**config.mk**
```make
export PLATFORM = sky130hd
export DESIGN_NAME = lock_input_conditioner_flat
export DESIGN_NICKNAME = d
export VERILOG_FILES = /design/src/rtl/lock_input_conditioner_if.sv /design/src/rtl/lock_input_conditioner.sv /design/src/flat_wrapper.sv
export SDC_FILE = /design/constraint.sdc
export NUM_CORES = 1
export LEC_CHECK = 0
export CELL_PAD_IN_SITES_DETAIL_PLACEMENT = 1
export CELL_PAD_IN_SITES_GLOBAL_PLACEMENT = 1
export CORE_MARGIN = 4
export CORE_UTILIZATION = 44
export CTS_BUF_LIST = sky130_fd_sc_hd__clkbuf_16
export CTS_CLUSTER_SIZE = 28
export DETAILED_ROUTE_END_ITERATION = 12
export HOLD_SLACK_MARGIN = 0.12
export PLACE_DENSITY_LB_ADDON = 0.08
export SLEW_MARGIN = 20
export SYNTH_ARGS = -nofsm -noshare
export SYNTH_HDL_FRONTEND = slang
export SYNTH_SLANG_ARGS = --single-unit
```
**constraint.sdc**
```tcl
create_clock -name clk -period 1.82 [get_ports clk]
set_input_delay 0.364 -clock clk [delete_from_list [all_inputs] [get_ports clk]]
set_output_delay 0.364 -clock clk [all_outputs]
set_load 0.01 [all_outputs]
```
**src/rtl/lock_input_conditioner_if.sv**
```systemverilog
// Raw board inputs and conditioned lock-core outputs of the lock input conditioner.
// The board side (master) drives the raw levels; the conditioner (slave) drives the clean ones.
interface lock_input_conditioner_if;
   logic       sw_mode_raw;
   logic       btn_next_raw;
   logic       btn_reset_raw;
   logic       btn_finish_raw;
   logic [7:0] sw_number_raw;
   logic [3:0] control_signal;
   logic [7:0] input_number;
   logic [1:0] entry_count;
   logic       entry_full;

   modport master (
      output sw_mode_raw, btn_next_raw, btn_reset_raw, btn_finish_raw, sw_number_raw,
      input  control_signal, input_number, entry_count, entry_full
   );

   modport slave (
      input  sw_mode_raw, btn_next_raw, btn_reset_raw, btn_finish_raw, sw_number_raw,
      output control_signal, input_number, entry_count, entry_full
   );
endinterface

```
**src/rtl/lock_input_conditioner.sv**
```systemverilog
// Synchronises and debounces the lock's raw switches/buttons and produces the
// control_signal/input_number levels plus a saturating byte-entry count.
module lock_input_conditioner #(
   parameter int DEBOUNCE_CYCLES = 20,
   parameter int PASSWORD_LENGTH = 3
) (
   input logic                      clk,
   input logic                      rst,
   lock_input_conditioner_if.slave  bus
);
   localparam int             CW        = $clog2(DEBOUNCE_CYCLES);
   localparam logic [CW-1:0]  CNT_LAST  = CW'(DEBOUNCE_CYCLES - 1);
   localparam logic [1:0]     COUNT_MAX = 2'(PASSWORD_LENGTH);

   // Control bit order: [3] mode, [2] next, [1] reset, [0] finish.
   logic [3:0]    w_ctl_raw;
   logic [3:0]    r_ctl_s1, r_ctl_s2, r_ctl_stable;
   logic [CW-1:0] r_ctl_cnt [4];

   logic [7:0]    r_num_s1, r_num_s2, r_num_stable;
   logic [CW-1:0] r_num_cnt;

   logic       r_mode, r_reset, r_finish, r_next_q, r_toggle;
   logic [7:0] r_number;
   logic [1:0] r_count;

   logic w_next_rise, w_full, w_accept, w_clear;

   assign w_ctl_raw = {bus.sw_mode_raw, bus.btn_next_raw, bus.btn_reset_raw, bus.btn_finish_raw};

   always_ff @(posedge clk) begin
      if (rst) begin
         r_ctl_s1     <= '0;
         r_ctl_s2     <= '0;
         r_ctl_stable <= '0;
         for (int i = 0; i < 4; i++) r_ctl_cnt[i] <= '0;
      end else begin
         r_ctl_s1 <= w_ctl_raw;
         r_ctl_s2 <= r_ctl_s1;
         for (int i = 0; i < 4; i++) begin
            if (r_ctl_s2[i] == r_ctl_stable[i]) begin
               r_ctl_cnt[i] <= '0;
            end else if (r_ctl_cnt[i] == CNT_LAST) begin
               r_ctl_stable[i] <= r_ctl_s2[i];
               r_ctl_cnt[i]    <= '0;
            end else begin
               r_ctl_cnt[i] <= r_ctl_cnt[i] + 1'b1;
            end
         end
      end
   end

   // The number vector shares one counter; any movement of the synced value restarts it.
   always_ff @(posedge clk) begin
      if (rst) begin
         r_num_s1     <= '0;
         r_num_s2     <= '0;
         r_num_stable <= '0;
         r_num_cnt    <= '0;
      end else begin
         r_num_s1 <= bus.sw_number_raw;
         r_num_s2 <= r_num_s1;
         if (r_num_s2 == r_num_stable || r_num_s1 != r_num_s2) begin
            r_num_cnt <= '0;
         end else if (r_num_cnt == CNT_LAST) begin
            r_num_stable <= r_num_s2;
            r_num_cnt    <= '0;
         end else begin
            r_num_cnt <= r_num_cnt + 1'b1;
         end
      end
   end

   // Edges are taken against the registered copies, so they line up with the output stage.
   assign w_next_rise = r_ctl_stable[2] & ~r_next_q;
   assign w_full      = (r_count == COUNT_MAX);
   assign w_accept    = w_next_rise & ~r_ctl_stable[1] & ~w_full;
   assign w_clear     = r_ctl_stable[1] | (r_ctl_stable[3] ^ r_mode) | (r_ctl_stable[0] & ~r_finish);

   always_ff @(posedge clk) begin
      if (rst) begin
         r_mode   <= 1'b0;
         r_reset  <= 1'b0;
         r_finish <= 1'b0;
         r_next_q <= 1'b0;
         r_toggle <= 1'b0;
         r_number <= '0;
         r_count  <= '0;
      end else begin
         r_mode   <= r_ctl_stable[3];
         r_reset  <= r_ctl_stable[1];
         r_finish <= r_ctl_stable[0];
         r_next_q <= r_ctl_stable[2];
         if (w_clear) begin
            r_count <= '0;
         end else if (w_accept) begin
            r_count  <= r_count + 1'b1;
            r_toggle <= ~r_toggle;
            r_number <= r_num_stable;
         end
      end
   end

   assign bus.control_signal = {r_mode, r_toggle, r_reset, r_finish};
   assign bus.input_number   = r_number;
   assign bus.entry_count    = r_count;
   assign bus.entry_full     = w_full;
endmodule

```
**src/flat_wrapper.sv**
```systemverilog
// flat-port wrapper written by rule: the top's interface ports become plain ports
module lock_input_conditioner_flat 
#(
   parameter int DEBOUNCE_CYCLES = 20,
   parameter int PASSWORD_LENGTH = 3
)
  (clk, rst, bus_sw_mode_raw, bus_btn_next_raw, bus_btn_reset_raw, bus_btn_finish_raw, bus_sw_number_raw, bus_control_signal, bus_input_number, bus_entry_count, bus_entry_full);
  lock_input_conditioner_if bus_i ();
  input logic clk;
  input logic rst;
  input wire logic [$bits(bus_i.sw_mode_raw)-1:0] bus_sw_mode_raw;
  input wire logic [$bits(bus_i.btn_next_raw)-1:0] bus_btn_next_raw;
  input wire logic [$bits(bus_i.btn_reset_raw)-1:0] bus_btn_reset_raw;
  input wire logic [$bits(bus_i.btn_finish_raw)-1:0] bus_btn_finish_raw;
  input wire logic [$bits(bus_i.sw_number_raw)-1:0] bus_sw_number_raw;
  output wire logic [$bits(bus_i.control_signal)-1:0] bus_control_signal;
  output wire logic [$bits(bus_i.input_number)-1:0] bus_input_number;
  output wire logic [$bits(bus_i.entry_count)-1:0] bus_entry_count;
  output wire logic [$bits(bus_i.entry_full)-1:0] bus_entry_full;
  assign bus_i.sw_mode_raw = bus_sw_mode_raw;
  assign bus_i.btn_next_raw = bus_btn_next_raw;
  assign bus_i.btn_reset_raw = bus_btn_reset_raw;
  assign bus_i.btn_finish_raw = bus_btn_finish_raw;
  assign bus_i.sw_number_raw = bus_sw_number_raw;
  assign bus_control_signal = bus_i.control_signal;
  assign bus_input_number = bus_i.input_number;
  assign bus_entry_count = bus_i.entry_count;
  assign bus_entry_full = bus_i.entry_full;
  lock_input_conditioner #(.DEBOUNCE_CYCLES(DEBOUNCE_CYCLES), .PASSWORD_LENGTH(PASSWORD_LENGTH)) u_core (.clk(clk), .rst(rst), .bus(bus_i));
endmodule
```
==> metrics.csv <==
metric;value;unit
number of buffers created by CTS;9;
Core ar.;6790;µm²
vias per cell;4.62;
Die ar.;8420;µm²
first-pass GRT wire length;9.48;mm
count of final hold-check violations;0;
reg-to-reg endpoint;u_core.bus.input_number[0];
worst vdd ir;0.469;mV
initial core utilization;45.4;%
number of library cell types mapped by synthesis;26;
Rows;30;
TritonCTS clock tree;yes;
WL final;5.51;mm
HP Start;u_core.r_ctl_s1[0];
filler cell count;739;
io pins;29;
Post-synth top flop;dfxtp_1;
Diodes inserted;0;
Crit Path Class;flip-flop to flip-flop;
Tmin final;1.72;ns
initial antenna violation count;0;
First DRT Iteration DRCs;42;
overall routing resource usage;14.2;%
R2R depth;6;
ratio of final minimum period to clock period;94.3;%
register-to-register path setup slack;0.10;ns
Crit Reg-Reg Startpoint;u_core.bus.entry_count[0];
Post-synth EDFFs;20;
Overflow after GRT;0;
PD cells;907;nW/µm²
Synth Register Bits;76;
register area share after synthesis;55.8;%
post-route ant nets;0;
CP Cell Sequence;ha_1 -> nor4b_4 -> nor4b_4 -> buf_2 -> mux2i_1 -> nor2_1;
cells after synthesis;275;
Die W;91.7;µm
H-tree levels;3;
CP most frequent cell;nor4b_4;
pin count of the biggest net entering global routing;26;
Max Cap Viol;0;
final instance area;3840;µm²
hold slack;0.439;ns
min-delay worst type;flip-flop to flip-flop;
Placer Congestion;0.710;
Worst EP arrival;1.93;ns
Avg WL per Cell;12.8;µm
crit-path max cell delay;0.34;ns
maximum fanout along the worst path;4;
# DRC;0;
final setup fails;0;
WP data required;2.03;ns
Placed Area;3560;µm²
Slowest-stage cell, CP;dfxtp_1;
Root Driver;clkbuf_16;
Mapped Area;3090;µm²
CP Launch Type;flip-flop;
Max clock buf depth;2;
Worst Skew;0.00533;ns
hold_buf cts;0;
Clock Latency Late Sink;0.32;ns
Synth Warn #;0;
layout cells sized above 1;8.66;%
Post-synth ARST share;0;%
Slew Limit Fails;0;
LEAKAGE;0.00145;µW
Syn Area/Cell;11.2;µm²
P&R area growth vs syn;24.5;%
first-pass detailed-route iteration total;3;
fmax;582;MHz
Die H;91.7;µm
via count;1993;
CP Capture Type;flip-flop;
hold path depth;1;
worst hold path endpoint;u_core.r_ctl_s2[0];
register clock-pin slew on the reported worst setup and hold paths;0.06;ns
# port buffers;28;
vias in the first global route;2085;
status;completed;
clock sink count;76;
Final nets;350;
post-DP HPWL;3.94;mm
==> worst max-delay path by stage <==
stage,startpoint,end,slack (ns),cells after the start
detailed placement,u_core.bus.entry_count[0],u_core.bus.input_number[7],0.01,6
floorplan,u_core.bus.entry_count[0],u_core.bus.input_number[0],0.08,6
global placement,u_core.bus.entry_count[0],u_core.bus.input_number[5],0.13,6
global route,u_core.bus.entry_count[0],u_core.bus.input_number[7],-0.00002,6
CTS,u_core.bus.entry_count[0],u_core.bus.input_number[7],0.005,6
finish,u_core.bus.entry_count[0],u_core.bus.input_number[0],0.10,6
==> registers in the layout (all words and copies together) (netlist names), 2 cells and up <==
signal / cells
u_core.bus.entry_count: 2
u_core.bus.input_number: 8
u_core.r_ctl_cnt: 20
u_core.r_ctl_s1: 4
u_core.r_ctl_s2: 4
u_core.r_ctl_stable: 4
u_core.r_num_cnt: 5
u_core.r_num_s1: 8
u_core.r_num_s2: 8
u_core.r_num_stable: 8
==> timing repair <==
| action | 4_1_cts | 5_1_grt |
|---|---|---|
| endpoints found under the setup margin | 1 | 10 |
| pin swaps | 0 | 1 |
| hold endpoints to repair | 0 | 0 |
| setup buffers | 0 | 1 |
| cloned | 0 | 1 |
| resized for setup | 1 | 3 |
==> cells in the final DEF (no fill, tap or decap), types with 8 or more instances in the layout <==
master,count
dfxtp_1,56
nor2_1,39
nor2b_1,27
clkdlybuf4s50_1,26
mux2i_1,21
edfxtp_1,20
conb_1,20
xnor2_1,19
xor2_1,19
nand2b_1,16
nand3_1,10
inv_1,9
clkbuf_16,9
buf_4,8
==> metal layers <==
metal / global-route usage [%] / up-vias / wire length, µm
met4: 7.55 / 0 / 121
met2: 25.2 / 25 / 2820
met5: 0 / - / 0
met3: 2.87 / 13 / 165
met1: 15.9 / 955 / 2400
li1: - / 1000 / -
==> where the power goes <==
part	switching [µW]	internal, µW	leakage, µW
Sequential	33.9	1780	0.000663
Combinational	70.2	86.2	0.000648
Clock	617	894	0.000144
==> logic make-up (layout without fill, tap and decap cells) <==
group | Yosys count | after routing | share of synthesized area (%)
buf+inv | 18 | 59 | 2.92
fa+ha+maj | 6 | 6 | 2.43
other cells | 1 | 20 | 0.122
simple gates | 113 | 113 | 20.5
flops | 76 | 76 | 55.8
mux | 21 | 21 | 6.81
xor+xnor | 38 | 38 | 10.8
compound gates | 2 | 2 | 0.649
==> cell type report <==
class,instances,area [µm²],share of cell area (%)
clock buffers,9,225,5.86
clock inverters,7,30.0,0.782
inverters,5,18.8,0.489
multi-input cells,200,1370,35.6
flip-flops and latches,76,1720,44.8
well taps,96,120,3.13
repair buffers,38,359,9.35
==> stage by stage <==
stage | util (%) | worst slack, ns | instances | TNS (ns) | power [µW]
5_1_grt | 56.5 | -0.0000235 | 431 | -0.0000293 | 3630
3_3_place_gp | 52.4 | 0.133 | 413 | 0 | 2000
2_1_floorplan | - | 0.0844 | 294 | 0 | 1940
6_report | 56.5 | 0.103 | 431 | 0 | 3480
3_5_place_dp | 52.4 | 0.0128 | 413 | 0 | 2010
4_1_cts | 56.1 | 0.00461 | 429 | 0 | 3530
==> synthesized netlist by cell type, types with 5 or more instances <==
cell | n | share of area, %
xor2_1 | 19 | 5.4
xnor2_1 | 19 | 5.4
nor2b_1 | 27 | 5.5
dfxtp_1 | 56 | 36
mux2i_1 | 21 | 6.8
buf_4 | 6 | 1.5
edfxtp_1 | 20 | 19
inv_1 | 5 | 0.61
clkbuf_1 | 7 | 0.85
nand2b_1 | 16 | 3.2
nand3_1 | 10 | 1.6
nor2_1 | 39 | 4.7
ha_1 | 6 | 2.4
==> critical path: cells and delay by family, from the launching register on <==
family	cells	cell delay (ns)
DFF	1	0.34
adders and majority gates	1	0.25
muxes	1	0.21
buffers and inverters	1	0.22
and+or+nand+nor	3	0.60
Note: power is estimated with default switching activity, not from simulation.
